--- config.mk ---
export PLATFORM = sky130hd
export DESIGN_NAME = alu_mc
export DESIGN_NICKNAME = d
export VERILOG_FILES = /design/src/rtl/alu_pkg.sv /design/src/rtl/alu_core.sv /design/src/rtl/alu_mc.sv
export SDC_FILE = /design/constraint.sdc
export NUM_CORES = 1
export LEC_CHECK = 0
export ABC_AREA = 1
export BUFFER_PORTS_ARGS = -buffer_cell sky130_fd_sc_hd__buf_2
export CORE_ASPECT_RATIO = 0.75
export CORE_UTILIZATION = 55
export DETAILED_ROUTE_END_ITERATION = 10
export PLACE_DENSITY = 0.8
export RECOVER_POWER = 100
export SYNTH_ARGS = -nofsm -noshare
export SYNTH_HDL_FRONTEND = slang
export SYNTH_SLANG_ARGS = --single-unit
--- constraint.sdc ---
create_clock -name clk -period 3.3 [get_ports clk]
set_input_delay 0.66 -clock clk [delete_from_list [all_inputs] [get_ports clk]]
set_output_delay 0.66 -clock clk [all_outputs]
set_load 0.05 [all_outputs]
--- src/rtl/alu_pkg.sv ---
// Shared definitions for the multi-cycle ALU.
//   OP_*    : ALUCtl operation codes (4 bits)
//   state_e : controller states of alu_mc
package alu_pkg;

  localparam logic [3:0] OP_AND = 4'b0000;
  localparam logic [3:0] OP_OR  = 4'b0001;
  localparam logic [3:0] OP_ADD = 4'b0010;
  localparam logic [3:0] OP_SUB = 4'b0110;
  localparam logic [3:0] OP_SLT = 4'b0111;
  localparam logic [3:0] OP_NOR = 4'b1100;
  localparam logic [3:0] OP_MUL = 4'b1000;

  typedef enum logic [1:0] {
    IDLE,
    BUSY,
    DONE
  } state_e;

endpackage

--- src/rtl/alu_core.sv ---
// Single-cycle combinational datapath: AND, OR, ADD, SUB, SLT, NOR.
// MUL and undefined codes give result 0 and ovf 0 here; the multiplier
// lives in alu_mc.
//   a, b   : first and second operand (b is already the selected op2)
//   op     : ALUCtl code
//   result : operation result
//   ovf    : signed overflow, ADD/SUB only
module alu_core
  import alu_pkg::*;
#(
  parameter int WIDTH = 32
) (
  input  logic [WIDTH-1:0] a,
  input  logic [WIDTH-1:0] b,
  input  logic [3:0]       op,
  output logic [WIDTH-1:0] result,
  output logic             ovf
);

  logic [WIDTH-1:0] op2_eff;
  logic [WIDTH-1:0] sum;

  always_comb begin
    // NOTE: every output of this block gets a default before the case, so no
    // path through it can leave a value unassigned and infer a latch.
    result  = '0;
    ovf     = 1'b0;
    // Subtraction is addition of the two's complement; the carry out of
    // WIDTH is simply dropped by the WIDTH-bit sum.
    op2_eff = (op == OP_SUB) ? (~b + WIDTH'(1)) : b;
    sum     = a + op2_eff;
    case (op)
      OP_AND: result = a & b;
      OP_OR:  result = a | b;
      OP_ADD, OP_SUB: begin
        result = sum;
        ovf    = (a[WIDTH-1] == op2_eff[WIDTH-1]) && (sum[WIDTH-1] != a[WIDTH-1]);
      end
      OP_SLT: result = {{(WIDTH-1){1'b0}}, ($signed(a) < $signed(b))};
      OP_NOR: result = ~(a | b);
      default: ;
    endcase
  end

endmodule

--- src/rtl/alu_mc.sv ---
// Multi-cycle ALU with valid/ready handshakes. Single-cycle ops finish at
// the acceptance edge; MUL runs a WIDTH-step shift-add iteration.
//   clk, rst_n         : clock, asynchronous active-low reset
//   A, B, imm          : operands; alu_src picks B (0) or imm (1) as op2
//   ALUCtl             : operation select
//   in_valid/in_ready  : request handshake (ready only in IDLE)
//   out_valid/out_ready: result handshake (held in DONE until taken)
//   result, zero, ovf  : registered result fields
module alu_mc
  import alu_pkg::*;
#(
  parameter int WIDTH = 32
) (
  input  logic             clk,
  input  logic             rst_n,
  input  logic [WIDTH-1:0] A,
  input  logic [WIDTH-1:0] B,
  input  logic [WIDTH-1:0] imm,
  input  logic             alu_src,
  input  logic [3:0]       ALUCtl,
  input  logic             in_valid,
  output logic             in_ready,
  output logic             out_valid,
  input  logic             out_ready,
  output logic [WIDTH-1:0] result,
  output logic             zero,
  output logic             ovf
);

  localparam int              CW       = $clog2(WIDTH + 1);
  localparam logic [CW-1:0]   CNT_INIT = CW'(WIDTH);

  state_e           state;
  logic [CW-1:0]    cnt;
  logic [WIDTH-1:0] acc;
  logic [WIDTH-1:0] mcand;
  logic [WIDTH-1:0] mplier;

  logic [WIDTH-1:0] op2;
  logic [WIDTH-1:0] core_result;
  logic             core_ovf;

  assign op2      = alu_src ? imm : B;
  assign in_ready = (state == IDLE);

  alu_core #(.WIDTH(WIDTH)) u_core (
    .a      (A),
    .b      (op2),
    .op     (ALUCtl),
    .result (core_result),
    .ovf    (core_ovf)
  );

  // NOTE: all state uses non-blocking assignments so every register samples
  // the pre-edge values of the others, independent of statement order.
  always_ff @(posedge clk or negedge rst_n) begin
    if (!rst_n) begin
      // NOTE: the multiplier working registers are reset as well, so an
      // aborted MUL leaves nothing behind that could surface later.
      state     <= IDLE;
      cnt       <= '0;
      acc       <= '0;
      mcand     <= '0;
      mplier    <= '0;
      result    <= '0;
      zero      <= 1'b1;
      ovf       <= 1'b0;
      out_valid <= 1'b0;
    end else begin
      case (state)
        IDLE: begin
          if (in_valid) begin
            if (ALUCtl == OP_MUL) begin
              state  <= BUSY;
              cnt    <= CNT_INIT;
              acc    <= '0;
              mcand  <= A;
              mplier <= op2;
            end else begin
              state     <= DONE;
              result    <= core_result;
              zero      <= (core_result == '0);
              ovf       <= core_ovf;
              out_valid <= 1'b1;
            end
          end
        end
        BUSY: begin
          // WIDTH steps bring cnt to 0; the following edge publishes acc.
          if (cnt == '0) begin
            state     <= DONE;
            result    <= acc;
            zero      <= (acc == '0);
            ovf       <= 1'b0;
            out_valid <= 1'b1;
          end else begin
            if (mplier[0]) acc <= acc + mcand;
            mcand  <= mcand << 1;
            mplier <= mplier >> 1;
            cnt    <= cnt - 1'b1;
          end
        end
        DONE: begin
          if (out_ready) begin
            state     <= IDLE;
            out_valid <= 1'b0;
          end
        end
        default: state <= IDLE;
      endcase
    end
  end

endmodule

[Word level (Yosys, flattened, before mapping)]
Cells that the tools add are included.
Cells by class
  $add $sub $neg: 4
  multipliers: 0
  divide/modulo/power cells: 0
  magnitude comparators: 1
  equal/unequal tests: 17
  shift-type cells: 0
  multiplexer cells: 43
  bitwise gates (word level): 4
  reductions and logical operators: 14
Operators by type and width (count)
  two-way mux 32 bit: 15
  case mux 32 bit (2 select lines): 4
  case mux 32 bit (5 select lines): 1
  adder 32 bit: 2
  zero test 32 bit: 2
  inverter 32 bit: 2
  adder 32 x 1 -> 32 bit, second input constant: 1
  AND 32 bit: 1
  less-than comparator 32 bit: 1
  bitwise OR 32 bit: 1
  two-way mux 6 bit: 3
  inequality test 2 bit, second input constant: 6
  case mux 6 bit (2 select lines): 1
  two-way mux 1 bit: 11
  AND reduction 5 bit: 2
  == test 4 x 3 -> 1 bit, second input constant: 2
  == test 4 bit, second input constant: 2
  two-way mux 2 bit: 4
  AND reduction 4 bit: 2
  zero test 6 bit: 1
  case mux 2 bit (3 select lines): 1
  subtractor 6 x 1 -> 6 bit, second input constant: 1
  == test 4 x 1 -> 1 bit, second input constant: 1
  == test 4 x 2 -> 1 bit, second input constant: 1
  other kinds (14): 15
Storage, ports and cells
  bits in registers: 139
  latch bits: 0
  RAM bits: 0
  ROM bits: 0
  bits of input ports: 105
  output and inout port bits: 36
  word-level logic and storage cells: 92
  memories kept: 0

[Depth between registers and ports, before layout]
Gate-level depths: netlist of the first run.
  depth in word-level cells: 11
  mapped depth: 34
  mapped depth without buffers: 32

[Hierarchy]
Synthesis of the first run repeated with hierarchy kept, for this count alone.
Unflattened totals
  cells, all modules: 2352
  area total of the unflattened synthesis: 15045.7 um^2
By module, submodules not included
  alu_mc: instances 1, cells each 1377, area an instance 9346.5 um^2, sequential area each 3479.6 um^2
  alu_core: instances 1, cells each 975, area an instance 5699.2 um^2, sequential area each 0.0 um^2

[Least setup slack after synthesis of the first run]
OpenSTA, ideal clock, no wires.
  path kind: input -> register
  from: in alu_src
  to: reg zero
  setup time: 68 ps
  data arrival time: 3919 ps
  data required time: 3232 ps
  setup slack: -687 ps
  stages: 26
  buffers on the path: 1
  cells stage by stage: buf_6 > o21ai_1 > ha_1 > nand3_2 > nor3_2 > nand3_1 > nor2_2 > nand2_1 > o31ai_1 > nand2_1 > xor2_1 > ha_1 > nand2_1 > nor2_1 > inv_1 > nor3_1 > nand2_1 > a21oi_1 > nor2_1 > nor2_1 > nand2_1 > nor2_1 > nand2_1 > nor2_1 > nand2_1 > a21oi_2
Between the ends
  cells in the longest elaborated chain, start to end: 10
  elaborated cells on any way between the ends: 14
  those cells by class: 2 x add/sub; 1 x order compare; 6 x mux; 4 x bitwise; 1 x reduce/logical
Ends and longest elaborated chain
  from (decl): RTL line alu_mc.sv:19  | input logic alu_src,
  two-way mux 32 bit *: RTL line alu_mc.sv:43  | assign op2 = alu_src ? imm : B;
  inverter 32 bit: RTL line alu_core.sv:30  | op2_eff = (op == OP_SUB) ? (~b + WIDTH'(1)) : b;
  adder 32 x 1 -> 32 bit: RTL line alu_core.sv:30
  two-way mux 32 bit: RTL line alu_core.sv:30
  adder 32 bit: RTL line alu_core.sv:31  | sum = a + op2_eff;
  case mux 32 bit (5 select lines) *: RTL line alu_core.sv:32  | case (op)
  zero test 32 bit *: RTL line alu_mc.sv:82  | zero <= (core_result == '0);
  two-way mux 1 bit *: RTL line alu_mc.sv:73  | if (ALUCtl == OP_MUL) begin
  two-way mux 1 bit *: RTL line alu_mc.sv:72  | if (in_valid) begin
  case mux 1 bit (2 select lines) *: RTL line alu_mc.sv:70  | case (state)
  to (signal assigned): RTL line alu_mc.sv:82
  to (signal assigned): RTL line alu_mc.sv:93  | zero <= (acc == '0);
  to (decl): RTL line alu_mc.sv:26  | output logic zero,
Mark *: on every way between the ends. The rest lies on a longest branch, timed or not. The select of a mux whose other input is x is not followed.
A chain may end at the register's enable or synchronous reset.

[Final worst setup path of the first run]
  from: in alu_src
  to: reg result[28]
Between the ends
  cells in the longest elaborated chain, start to end: 9
  elaborated cells on any way between the ends: 12
  those cells by class: 2 x add/sub; 6 x mux; 4 x bitwise
Ends and longest elaborated chain
  two-way mux 32 bit *: RTL line alu_mc.sv:43
  inverter 32 bit: RTL line alu_core.sv:30
  adder 32 x 1 -> 32 bit: RTL line alu_core.sv:30
  two-way mux 32 bit: RTL line alu_core.sv:30
  adder 32 bit: RTL line alu_core.sv:31
  case mux 32 bit (5 select lines) *: RTL line alu_core.sv:32
  two-way mux 32 bit *: RTL line alu_mc.sv:73
  two-way mux 32 bit *: RTL line alu_mc.sv:72
  case mux 32 bit (2 select lines) *: RTL line alu_mc.sv:70
  to (signal assigned): RTL line alu_mc.sv:81  | result <= core_result;
  to (decl): RTL line alu_mc.sv:25  | output logic [WIDTH-1:0] result,
Marks and branches as above.

==> out/results.ini, run 1 <==
[drt]
first_pass_iters=6
finalWirelength_um=53700
postRouteAntennaNets=0
drc=0
routedWlPerCell_um=18.5
drt_iter0_markers=1715
num_vias=16591
avgViaCountPerCell=5.71

[pwr]
ir_drop_v=0.000813
p_leak_nw=9.79
p_per_area_nw_per_um2=485

[finish]
regArea_um2=3480
multiInputGateArea_um2=10200
fin_nets=2825
fill_cells=1904
final_layout_size_suffix_gt1_share_pct=26.9
areaGrowthSynthToFinish_pct=34.5
layoutNonFillerInstCount=2905
finish.utilization_pct=75.7

[floorplanning]
start_util_pct=56.2
ios=141
num_rows=50
die-area_um2=26200
die_w_um=187
core_um2=25000
fp.dieH_um=141

[clock_tree]
postCtsHoldBufs=0
cts_tree=done
worstSkewPairLatency_ns=0.44
htreeDepth=4
cts_root_buf=clkbuf_16
cts_buffers=17
cts_buffer_depth=2
cts_num_sinks=139
clk_pin_slew_ns=0.06

[worst_hold_path]
hold_class=flip-flop to flip-flop

[outcome]
outcome=finished, violations left
violations=capacitance limit, slew limit, setup timing

[yosys]
synthAdderAreaFrac_pct=15.0
netlist_area_um2=14100
synth_edf_count=0
yosysMostFrequentCell=nand2_1
synth_top_family_by_area=simple AND/OR/NAND/NOR gates
yosys_most_used_dff=dfrtp_1
synth_cells=2159
yosys-top-cells-count=nand2_1 (596), inv_1 (312), nor2_1 (218), ha_1 (166), o21ai_0 (144)
ys_warn_count=0
yosys.area.top_type=dfrtp_1
synth_simple_gate_area_share_pct=29.8
seq_area_frac_synth_pct=24.7
syn_avg_cell_area_um2=6.52
synth-compound-area-share_pct=17.4
yosysTopAreaCellShare_pct=24.5
yosys.area_share.xor_xnor_pct=2.43
synth_seq_cells=139
synth_mux_area_share_pct=0
async_flop_share_pct=100
synth.distinct_cells=52
ys_top_cells_by_area=dfrtp_1 (25%), nand2_1 (16%), ha_1 (15%)
syn_nets=2432

[worst_setup_path]
critPathLaunchType=input port
crit_required_ns=3.64
critPathKind=input port to flip-flop
end_kind=flip-flop
crit_arrival_ns=4.33
path_max_fanout=7

[timing]
grt_setup_unrepaired=yes
max_freq_mhz=251
report.final.hold_viol_count=0
fin_ws_ns=-0.689
setup_viol=22
period_share_pct=121
finalMaxSlewViolations=39
fin_crit_ns=3.99
maxSlewHeadroom_pct=-56.5
skew_ns=0.0129
tightest_slew_ns=2.35
timing.setup.tns_ns=-9.26

[place]
dpl.hpwl_um=40500
post-place-cells=2849
gp_congestion=0.991
port_buffers=140

[run]
drv_cap=1

[grt]
grt_pass1_vias=15217
grt_max_degree=125
track_usage_pct=39.3
grt_pass1_wl_um=80900
grt_overflow=0
antenna_found_initial=1

[power by group]
| part | leakage, nW | internal (W) | total [W] | switching (W) |
|---|---|---|---|---|
| Combinational | 7.71 | 0.00156 | 0.00454 | 0.00299 |
| Clock | 0.282 | 0.00114 | 0.00199 | 0.000848 |
| Sequential | 1.80 | 0.00226 | 0.00265 | 0.000394 |
[cell usage in the layout (no fill, tap or decap), drive strengths merged, types with 3 or more instances in the layout]
cell,n
a21boi,3
nor2,226
o22ai,9
ha,166
o21bai,7
o221ai,3
nand3,87
nand4,20
xor2,36
o31ai,7
a221oi,20
nor4,11
a21oi,138
clkbuf,64
o21ai,151
nor3,15
o21a,5
a31oi,35
o211ai,37
clkinv,4
nand3b,15
xnor2,3
nand2,618
buf,395
dfrtp,138
or2,11
inv,322
[cells by family after synthesis]
logic type,count (synthesis)
XOR/XNOR,39
AO/OA/AOI/OAI,423
adder cells (fa/ha/maj),168
flip-flops,139
AND/OR/NAND/NOR,1007
buffers and inverters,383
[layout make-up]
| class | instances | area share (%) |
|---|---|---|
| antenna | 2 | 0.0264 |
| multi-input combinational | 1637 | 54.0 |
| timing repair buffer | 439 | 15.9 |
| tap | 338 | 2.23 |
| inverter | 318 | 6.33 |
| clock inverter | 12 | 0.727 |
| clock buffer | 20 | 2.36 |
| sequential | 139 | 18.4 |
[path summary, 6_finish.rpt]
kind / depth (start not counted) / startpoint / slack (ns) / end
min: 2 / ovf / 0.48 / ovf
max: 28 / alu_src / -0.69 / result[28]
min reg2reg: 2 / ovf / 0.48 / ovf
min in group asynchronous: 1 / rst_n / 0.92 / mcand[27]
max reg2reg: 10 / cnt[0] / 0.12 / ovf
max in group asynchronous: 2 / rst_n / 0.28 / mcand[11]
[metrics by stage]
| step | hold slack, ns | area, um^2 | power, W | worst slack, ns |
|---|---|---|---|---|
| after floorplan | 0.364 | 14200 | 0.00524 | -0.568 |
| after global placement | 0.458 | 17100 | 0.00666 | -1.22 |
| final | 0.482 | 18900 | 0.00919 | -0.689 |
| after global routing | 0.509 | 18900 | 0.00969 | -0.843 |
| after CTS | 0.138 | 18200 | 0.00889 | -0.582 |
| after detailed placement | 0.468 | 17100 | 0.00677 | -1.36 |
[registers in the layout, summed over array words and instances (netlist names)]
signal	flops
acc	32
cnt	6
mcand	32
mplier	32
out_valid	1
ovf	1
result	32
state	2
zero	1
[routing by layer]
| layer | wire length, um | vias up | track usage (%) |
|---|---|---|---|
| met5 | 0 | - | 0 |
| li1 | - | 7807 | - |
| met1 | 23100 | 7786 | 54.6 |
| met3 | 4980 | 140 | 7.47 |
| met4 | 2100 | 0 | 12.8 |
| met2 | 23600 | 858 | 61.7 |
[critical path, cell delays in order]
cell and delay (ns):
buf_12 0.12, o21ai_4 0.19, ha_4 0.20, nand3_4 0.08
nor3_4 0.20, nand3_4 0.14, nor2_4 0.19, nand4_4 0.18
nor2_4 0.14, nand2_2 0.09, nor2_4 0.14, nor2_4 0.06
xor2_1 0.16, ha_1 0.36, nand2_2 0.08, nor2_2 0.11
nand2_1 0.10, nor3_2 0.13, nand2_1 0.12, buf_4 0.15
nand3_2 0.05, nand2_1 0.05, nor2_2 0.14, nor2_1 0.07
buf_4 0.14, nor2_2 0.07, a21oi_1 0.05, o21ai_1 0.17
[timing repair]
item	4_1_cts	5_1_grt
pin swaps	40	57
setup endpoints to repair	28	29
resized for setup	101	186
buffers inserted	9	16
endpoints found under the hold margin	0	0
cloned	0	0
Note: power is estimated with default switching activity, not from simulation.
==> inputs of run 2 (changes only) <==
- CORE_UTILIZATION: 55 -> 41
- CTS_CLUSTER_DIAMETER: unset -> 30
- PLACE_DENSITY: 0.8 -> 0.64
- TNS_END_PERCENT: unset -> 5
==> run 2 against run 1 <==
- the flow still finishes with violations (capacitance limit, slew limit, setup timing)
- clock skew shrank 0.00095 ns
- core utilization shrank 20 points
- wire length shrank 0.28%
- sequential power is essentially flat
- critical path depth grew 1
- combinational power shrank 3%
- worst setup slack gained 0.21 ns
- critical path type unchanged
- critical endpoint is now zero
- largest power group unchanged
==> out/results.ini, run 2 (synthesized netlist as in run 1, its figures left out) <==
[outcome]
outcome=finished, violations left
violations=capacitance limit, slew limit, setup timing

[floorplanning]
fp.dieH_um=162  ; +16%
num_rows=58  ; +16%
ios=141  ; unchanged
die-area_um2=35100  ; +34%
start_util_pct=41.8  ; -14 points
die_w_um=216  ; +16%
core_um2=33700  ; +35%

[timing]
skew_ns=0.0120  ; -0.000947 ns
max_freq_mhz=264  ; +5.4%
finalMaxSlewViolations=67  ; +72%
whs_ns=0.478  ; -0.00407 ns
fin_crit_ns=3.78  ; -0.206 ns
period_share_pct=115  ; -6.2 points
tightest_slew_ns=1.87  ; -0.475 ns
maxSlewHeadroom_pct=-24.9  ; +32 points
fin_ws_ns=-0.483  ; +0.206 ns
report.final.hold_viol_count=0  ; unchanged
grt_setup_unrepaired=yes
setup_viol=75  ; +240%

[worst_setup_path]
cp_slowest_cell=ha_1
crit_required_ns=3.69  ; +0.05 ns
path_max_fanout=9  ; +2
critPathLaunchType=input port
critPathKind=input port to flip-flop
r2r_cells=9  ; -1
critPathMaxStageDelay_ns=0.32  ; -0.04 ns
end_kind=flip-flop
crit_arrival_ns=4.17  ; -0.16 ns

[run]
drv_cap=1  ; unchanged

[finish]
areaGrowthSynthToFinish_pct=32.3
final_common_cell=nand2_1
regArea_um2=3480  ; unchanged
fin_nets=2822  ; -0.11%
fill_cells=3372  ; +77%
finish.utilization_pct=55.3  ; -20 points
final_layout_size_suffix_gt1_share_pct=24.6  ; -2.3 points
postLayoutCellArea_um2=18600  ; -1.7%
layout_common_cells=nand2_1 (554), inv_1 (306), buf_4 (279)
multiInputGateArea_um2=9830  ; -4.0%

[drt]
routedWlPerCell_um=17.8  ; -3.9%
finalWirelength_um=53600  ; -0.28%
first_pass_iters=5  ; -1
drt_iter0_markers=1412  ; -18%
postRouteAntennaNets=0  ; unchanged
avgViaCountPerCell=5.24  ; -8.2%
drc=0  ; unchanged
num_vias=15796  ; -4.8%

[grt]
grt_overflow=0  ; unchanged
track_usage_pct=30.6  ; -8.7 points
grt_pass1_wl_um=82400  ; +1.8%
antenna_found_initial=3  ; +2
grt_max_degree=91  ; -27%
grt_pass1_vias=14809  ; -2.7%

[pwr]
p_leak_nw=9.71  ; -0.86%
p_sw_w=0.00415  ; -1.8%
power_frac_clock_pct=21.9  ; +0.2 points
p_int_w=0.00486  ; -1.9%
combPwrFrac_pct=48.9  ; -0.6 points
swShare_pct=46.1  ; +0.047 points
seq_power_share_pct=29.1  ; +0.2 points
p_per_area_nw_per_um2=484  ; -0.19%
ir_drop_v=0.000520  ; -36%

[clock_tree]
cts_buffers=17  ; unchanged
cts_root_buf=clkbuf_16
clk_pin_slew_ns=0.07  ; about the same
postCtsHoldBufs=0  ; unchanged
cts_num_sinks=139  ; unchanged
cts_buffer_depth=2  ; unchanged
worstSkewPairLatency_ns=0.46  ; +0.02 ns
htreeDepth=4  ; unchanged
cts_tree=done

[worst_hold_path]
hold_class=flip-flop to flip-flop
whs_path_depth=2  ; unchanged

[place]
dpl.hpwl_um=42600  ; +5.2%
gp_congestion=0.981  ; -1.1%
port_buffers=140  ; unchanged
postPlaceCellArea_um2=17300  ; +0.69%

[run 2: power by group through the flow]
stage               clock network [W]  registers (W)  logic (W)
floorplan                           0        0.00320    0.00201
global route                  0.00206        0.00269    0.00483
detailed placement                  0        0.00264    0.00417
finish                        0.00198        0.00263    0.00441
CTS                           0.00200        0.00262    0.00431
global placement                    0        0.00263    0.00411
[run 2: final timing paths]
kind	start	to	slack (ns)
setup / recovery	alu_src	zero	-0.48
hold / removal	result[16]	result[16]	0.48
setup reg to reg	state[0]	mplier[20]	-0.24
hold reg to reg	result[16]	result[16]	0.48
max in group asynchronous	rst_n	acc[14]	0.72
min in group asynchronous	rst_n	acc[25]	0.70
[run 2: routing by layer]
layer | share of wire [%] | wire length (um) | GRT usage (%)
met4 | 2.5 | 1320 | 9.03
met3 | 6.6 | 3560 | 5.90
met5 | 0 | 0 | 0
met1 | 48 | 25700 | 43.4
met2 | 43 | 23100 | 47.0
[run 2: what timing repair did]
item / 4_1_cts / 5_1_grt
pin swaps: 45 / 39
resized for setup: 116 / 101
buffers inserted: 9 / 6
endpoints found under the setup margin: 26 / 27
[run 2: per-stage QoR]
step / TNS [ns] / setup WS, ns / cells / power, W
floorplan: -7.23 / -0.624 / 2159 / 0.00521
global placement: -26.11 / -1.32 / 2965 / 0.00674
detailed placement: -28.07 / -1.34 / 2965 / 0.00682
CTS: -9.61 / -0.587 / 3006 / 0.00894
global route: -38.18 / -0.780 / 3012 / 0.00959
finish: -14.06 / -0.483 / 3013 / 0.00901
[run 2: final cells by class]
type / instances / share of cell area [%]
well taps: 450 / 3.02
inverters: 318 / 6.41
clock inverters: 11 / 0.591
repair buffers: 436 / 16.0
clock buffers: 21 / 2.47
flip-flops and latches: 139 / 18.7
multi-input cells: 1637 / 52.8
diodes: 1 / 0.0134
[run 2: critical path, delay by kind of cell]
family	cells	cell delay, ns
simple gates	16	1.69
buf+inv	8	1.00
compound gates	3	0.38
fa+ha+maj	1	0.32
xor+xnor	1	0.14
